[src/rtl/conv_pkg.sv]
// Shared encodings for the conv load scheduler: command opcodes and FSM states.
package conv_pkg;

   typedef enum logic [1:0] {
      OP_LD_WEI = 2'd0,
      OP_LD_FTM = 2'd1,
      OP_CLEAR  = 2'd2,
      OP_START  = 2'd3
   } op_e;

   typedef enum logic [2:0] {
      S_IDLE,
      S_LD_WEI,
      S_LD_FTM,
      S_CLR,
      S_WAIT_START
   } state_e;

endpackage

[src/rtl/conv_beat_counter.sv]
// Remaining-beat counter for a load: loaded with the command length, stepped on each accepted beat.
module conv_beat_counter #(
   parameter int unsigned B_LEN = 16
) (
   input  logic             clk,
   input  logic             rstn,
   input  logic             i_clear,
   input  logic             i_load,
   input  logic [B_LEN-1:0] i_len,
   input  logic             i_dec,
   output logic             o_last
);

   logic [B_LEN-1:0] r_cnt;

   always_ff @(posedge clk) begin
      if (!rstn) begin
         r_cnt <= '0;
      end else if (i_clear) begin
         r_cnt <= '0;
      end else if (i_load) begin
         r_cnt <= i_len;
      end else if (i_dec && (r_cnt != '0)) begin
         r_cnt <= r_cnt - B_LEN'(1);
      end
   end

   assign o_last = (r_cnt == B_LEN'(1));

endmodule

[src/rtl/conv_load_scheduler.sv]
// Command sequencer between the DDR read stream and the conv units: weight/feature-map loads,
// buffer clears and a gated compute start, with stream throttling on per-unit full flags.
module conv_load_scheduler
   import conv_pkg::*;
#(
   parameter int unsigned N_CONV_UNIT = 8,
   parameter int unsigned DATA_WIDTH  = 64,
   parameter int unsigned B_LEN       = 16,
   parameter int unsigned B_UNIT      = $clog2(N_CONV_UNIT)
) (
   input  logic                   clk,
   input  logic                   rstn,
   input  logic                   halt,
   input  logic                   cmd_valid,
   output logic                   cmd_ready,
   input  logic [1:0]             cmd_op,
   input  logic [B_UNIT-1:0]      cmd_unit,
   input  logic [B_LEN-1:0]       cmd_len,
   input  logic                   s_valid,
   output logic                   s_ready,
   input  logic [DATA_WIDTH-1:0]  s_data,
   output logic [DATA_WIDTH-1:0]  di,
   output logic [N_CONV_UNIT-1:0] fb_we,
   output logic [N_CONV_UNIT-1:0] wb_we,
   output logic                   fb_clr,
   output logic                   wb_clr,
   output logic                   start,
   input  logic [N_CONV_UNIT-1:0] fb_full,
   input  logic [N_CONV_UNIT-1:0] wb_full,
   input  logic [N_CONV_UNIT-1:0] fb_suff,
   input  logic [N_CONV_UNIT-1:0] wb_suff,
   output logic                   done,
   output logic                   err,
   output logic                   busy
);

   localparam logic [N_CONV_UNIT-1:0] UNIT_ONE = {{(N_CONV_UNIT-1){1'b0}}, 1'b1};

   state_e              r_state, w_next;
   logic [B_UNIT-1:0]   r_unit;
   logic                r_done, r_err, r_start, r_clr;

   logic                w_accept, w_xfer, w_last, w_bad_unit, w_load;
   logic                w_done_set, w_err_set, w_start_set, w_clr_set;
   logic [N_CONV_UNIT-1:0] w_unit_mask;

   conv_beat_counter #(
      .B_LEN (B_LEN)
   ) u_beat_counter (
      .clk     (clk),
      .rstn    (rstn),
      .i_clear (halt),
      .i_load  (w_load),
      .i_len   (cmd_len),
      .i_dec   (w_xfer),
      .o_last  (w_last)
   );

   // Shift-based select keeps out-of-range unit values harmless for any B_UNIT width.
   assign w_unit_mask = UNIT_ONE << r_unit;
   assign w_bad_unit  = ({1'b0, cmd_unit} >= (B_UNIT+1)'(N_CONV_UNIT));

   always_comb begin
      cmd_ready = (r_state == S_IDLE) && !halt;
      w_accept  = cmd_valid && cmd_ready;

      s_ready = 1'b0;
      case (r_state)
         S_LD_WEI: s_ready = ~|(wb_full & w_unit_mask);
         S_LD_FTM: s_ready = ~|fb_full;
         default:  s_ready = 1'b0;
      endcase
      if (halt) s_ready = 1'b0;

      w_xfer = s_valid && s_ready;
      di     = w_xfer ? s_data : '0;
      wb_we  = (w_xfer && (r_state == S_LD_WEI)) ? w_unit_mask : '0;
      fb_we  = (w_xfer && (r_state == S_LD_FTM)) ? '1 : '0;
   end

   always_comb begin
      w_next      = r_state;
      w_load      = 1'b0;
      w_done_set  = 1'b0;
      w_err_set   = 1'b0;
      w_start_set = 1'b0;
      w_clr_set   = 1'b0;

      case (r_state)
         S_IDLE: begin
            if (w_accept) begin
               case (op_e'(cmd_op))
                  OP_LD_WEI: begin
                     if (w_bad_unit) begin
                        w_err_set = 1'b1;
                     end else if (cmd_len == '0) begin
                        w_done_set = 1'b1;
                     end else begin
                        w_load = 1'b1;
                        w_next = S_LD_WEI;
                     end
                  end
                  OP_LD_FTM: begin
                     if (cmd_len == '0) begin
                        w_done_set = 1'b1;
                     end else begin
                        w_load = 1'b1;
                        w_next = S_LD_FTM;
                     end
                  end
                  OP_CLEAR: w_next = S_CLR;
                  OP_START: w_next = S_WAIT_START;
                  default:  w_next = S_IDLE;
               endcase
            end
         end
         S_LD_WEI, S_LD_FTM: begin
            if (w_xfer && w_last) begin
               w_done_set = 1'b1;
               w_next     = S_IDLE;
            end
         end
         S_CLR: begin
            w_clr_set = 1'b1;
            w_next    = S_IDLE;
         end
         S_WAIT_START: begin
            if ((&fb_suff) && (&wb_suff)) begin
               w_start_set = 1'b1;
               w_next      = S_IDLE;
            end
         end
         default: w_next = S_IDLE;
      endcase

      // Halt overrides every transition and suppresses any pulse this cycle would launch.
      if (halt) begin
         w_next      = S_IDLE;
         w_load      = 1'b0;
         w_done_set  = 1'b0;
         w_err_set   = 1'b0;
         w_start_set = 1'b0;
         w_clr_set   = 1'b0;
      end
   end

   always_ff @(posedge clk) begin
      if (!rstn) begin
         r_state <= S_IDLE;
         r_unit  <= '0;
         r_done  <= 1'b0;
         r_err   <= 1'b0;
         r_start <= 1'b0;
         r_clr   <= 1'b0;
      end else begin
         r_state <= w_next;
         if (w_load) r_unit <= cmd_unit;
         r_err   <= w_err_set;
         r_start <= w_start_set;
         r_clr   <= w_clr_set;
         // Clear and start report completion one cycle after their own pulse.
         r_done  <= w_done_set | r_clr | r_start;
      end
   end

   assign done   = r_done;
   assign err    = r_err;
   assign start  = r_start;
   assign fb_clr = r_clr;
   assign wb_clr = r_clr;
   assign busy   = (r_state != S_IDLE);

endmodule

[config.mk]
export PLATFORM = sky130hd
export DESIGN_NAME = conv_load_scheduler
export DESIGN_NICKNAME = d
export VERILOG_FILES = /design/src/rtl/conv_pkg.sv /design/src/rtl/conv_beat_counter.sv /design/src/rtl/conv_load_scheduler.sv
export SDC_FILE = /design/constraint.sdc
export NUM_CORES = 1
export LEC_CHECK = 0
export ABC_AREA = 1
export ABC_CLOCK_PERIOD_IN_PS = 1900
export CAP_MARGIN = 15
export CORE_MARGIN = 2
export CORE_UTILIZATION = 32
export CTS_BUF_LIST = sky130_fd_sc_hd__clkbuf_4
export DETAILED_ROUTE_END_ITERATION = 8
export PLACE_DENSITY = 0.9
export SLEW_MARGIN = 10
export SYNTH_ARGS = -nofsm -noshare
export SYNTH_HDL_FRONTEND = slang
export SYNTH_HIERARCHICAL = 1
export SYNTH_SLANG_ARGS = --single-unit
[constraint.sdc]
create_clock -name clk -period 1.9 [get_ports clk]
set_input_delay 0.38 -clock clk [delete_from_list [all_inputs] [get_ports clk]]
set_output_delay 0.38 -clock clk [all_outputs]
set_load 0.005 [all_outputs]
==> results of run 1 <==
## registers in the layout, summed over array words and instances (netlist names)
name                  count
start                     1
done                      1
r_state                   3
u_beat_counter/r_cnt     16
r_unit                    3
fb_clr                    1
## power by group through the flow
stage               sequential, mW  clock, mW  combinational [mW]
floorplan                    0.601          0               0.709
global placement             0.608          0                1.28
detailed placement           0.612          0                1.32
CTS                          0.610      0.259                1.40
global route                 0.622      0.291                1.83
finish                       0.618      0.267                1.70
## repair_timing
item                                    CTS  global route
hold buffers                              0             0
pin swaps                                20            27
resized for setup                       359           174
cloned                                    6             2
endpoints found under the setup margin   99           102
buffers inserted                         11             7
## cell type report
type	instances	area (um^2)
Timing Repair Buffer	273	2450
Fill cell	596	2410
Multi-Input combinational cell	341	2260
Sequential cell	25	513
Inverter	105	419
Tap cell	105	131
Clock buffer	3	22.5
Clock inverter	1	5.00
## per-layer routing
metal / vias up / track usage, % / wire (um)
met3: 37 / 2.82 / 981
met1: 1900 / 28.1 / 4850
li1: 1990 / - / -
met5: - / 0 / 0
met4: 0 / 5.71 / 388
met2: 225 / 46.3 / 7390
## worst max-delay path, stage by stage (launching register included)
cell     delay, ns
dfxtp_2       0.35
inv_2         0.08
nand2_4       0.06
nor2_4        0.09
nand2_1       0.07
nor2_1        0.14
nand3_2       0.11
nand2_2       0.10
nand3_4       0.12
buf_12        0.19
buf_16        0.15
nor2_2        0.09
buf_2         0.12
## path summary, 6_finish.rpt
| kind | endpoint |
|---|---|
| setup / recovery | di[31] |
| hold / removal | u_beat_counter/r_cnt[14]$_SDFFE_PP0P_ |
| setup reg to reg | u_beat_counter/r_cnt[4]$_SDFFE_PP0P_ |
| hold reg to reg | u_beat_counter/r_cnt[5]$_SDFFE_PP0P_ |
## Yosys cell counts, types with 3 or more instances
library cell,n,area [um^2]
a21oi_1,15,75.1
buf_2,3,15.0
buf_4,13,97.6
buf_6,6,67.6
dfxtp_1,25,500
ha_1,6,75.1
inv_1,98,368
inv_2,6,22.5
nand2_1,99,372
nand3_1,24,120
nand3b_1,4,30.0
nand4_1,11,68.8
nor2_1,128,480
nor2_2,3,18.8
nor2_4,3,33.8
nor3_1,3,15.0
nor4_2,6,75.1
o21ai_0,15,75.1
## cells by family after synthesis
kind of cell,share of synthesized area (%)
and+or+nand+nor,48.6
buffers and inverters,21.3
AOI/OAI and AO/OA,7.78
DFF,18.4
adders and majority gates,2.76
xor gates and xnor gates,0.967
other,0.138
## per-stage QoR
step	area (um^2)	power (mW)	hold slack (ns)	setup WS (ns)
2_1_floorplan	2720	1.31	0.468	0.0203
3_3_place_gp	5090	1.89	0.501	-0.849
3_5_place_dp	5090	1.93	0.512	-0.926
4_1_cts	5220	2.27	0.532	-0.515
5_1_grt	5800	2.75	0.436	-0.642
6_report	5800	2.58	0.407	-0.502
==> results.py, run 1 <==
metrics = {
    "run_status": {
        "status": "finished with violations",
        "violations": "negative setup slack",
    },
    "sta": {
        "setup_slack_ns": -0.502,
        "slew_viol_final": 0,
        "hold_violations": 0,
        "setup_viol": 97,
        "fmax_mhz": 416,
        "setup-tns-final_ns": -39.01,
        "finClkSkew_ns": 0.00794,
        "post-route-min-period_ns": 2.40,
        "fin_crit_sh_pct": 126,
        "rsz0062_at_grt": "yes",
    },
    "logic_synthesis": {
        "synthesis.area_mm2": 0.00272,
        "synth_edf_count": 0,
        "avgSynthCellArea_um2": 5.50,
        "async_flop_share_pct": 0,
        "syn_inst": 494,
        "synth.distinct_cells": 36,
        "ys.flop_type": "dfxtp_1",
        "ys.warnings.count": 6,
        "synth.net_count": 622,
        "ys_seq_area_share_pct": 18.4,
        "yosys_register_bits": 25,
    },
    "drt": {
        "drt-vias-per-instance": 4.87,
        "drtAntennaViolNets": 0,
        "wirelength_um": 13600,
        "drcViolationCount": 0,
        "drt_iter0_markers": 210,
        "firstDrtPassIters": 5,
        "vias": 4152,
        "wl_per_cell_um": 16.0,
    },
    "power": {
        "p_leak_nw": 2.95,
        "p_per_area_mw_per_mm2": 445,
        "ir_drop_mv": 0.301,
        "p_int_mw": 1.46,
        "p_clk_share_pct": 10.3,
        "p_comb_share_pct": 65.7,
        "switching_share_pct": 43.6,
        "p_switching_mw": 1.12,
        "seqPwrFrac_pct": 23.9,
    },
    "layout": {
        "drive_gt1_share_pct": 38.4,
        "nets": 877,
        "finalNonFillerCells": 853,
        "antennaDiodeCount": 0,
        "utilization_pct": 70.6,
        "final_common_cell": "clkdlybuf4s50_1",
        "area_growth_pct": 114,
        "final_cell_mix": "clkdlybuf4s50_1 (115), inv_1 (95), nand2_1 (89)",
    },
    "setup_path": {
        "required_ns": 1.52,
        "r2r-start": "r_state[1]$_SDFFE_PP0P_",
        "ff2ff_path_depth": 17,
        "startpoint": "r_state[1]$_SDFFE_PP0P_",
        "rrSetupSlack_ns": -0.20,
        "arrival_ns": 2.02,
        "end_kind": "primary output",
        "worstSetupPathType": "reg -> out",
        "cp-start-kind": "register",
        "path_max_fanout": 8,
    },
    "global_route": {
        "antenna_found_initial": 0,
        "grt_max_degree": 19,
        "overflow": 0,
        "grtUsageTotal_pct": 24.1,
        "grt_pass1_wl_um": 17600,
        "grt_pass1_vias": 3719,
    },
    "floorplan": {
        "rows": 33,
        "initial_utilization_pct": 33.1,
        "die-width_um": 96.1,
        "core_mm2": 0.00822,
        "fp.dieH_um": 96.1,
        "ios": 210,
        "die_area_mm2": 0.00924,
    },
    "cts": {
        "cts_max_level": 1,
        "cts_tree": "yes",
        "clockBufferDepth": 2,
        "clk_pin_slew_ns": 0.16,
        "numCtsBuffers": 3,
        "cts.sinks": 25,
        "clk_latency_ns": 0.34,
        "root_buffer": "clkbuf_4",
    },
    "placement": {
        "dp_cells": 825,
        "io_buffer_count": 208,
        "gp_congestion": 0.917,
        "hpwl_um": 9270,
    },
    "min_path": {
        "holdCritPathClass": "in -> reg",
        "hold_path_startpoint": "cmd_len[14]",
        "holdPathStages": 5,
    },
    "flow_run": {
        "max_cap_violations": 0,
    },
}
Power figures use the tool's default switching activity.
==> run 2, diff against run 1 <==
ABC_CLOCK_PERIOD_IN_PS = unset   (was 1900)
==> results of run 2 <==
Same layout as run 1: the final DEF is identical, and so are final timing and power.
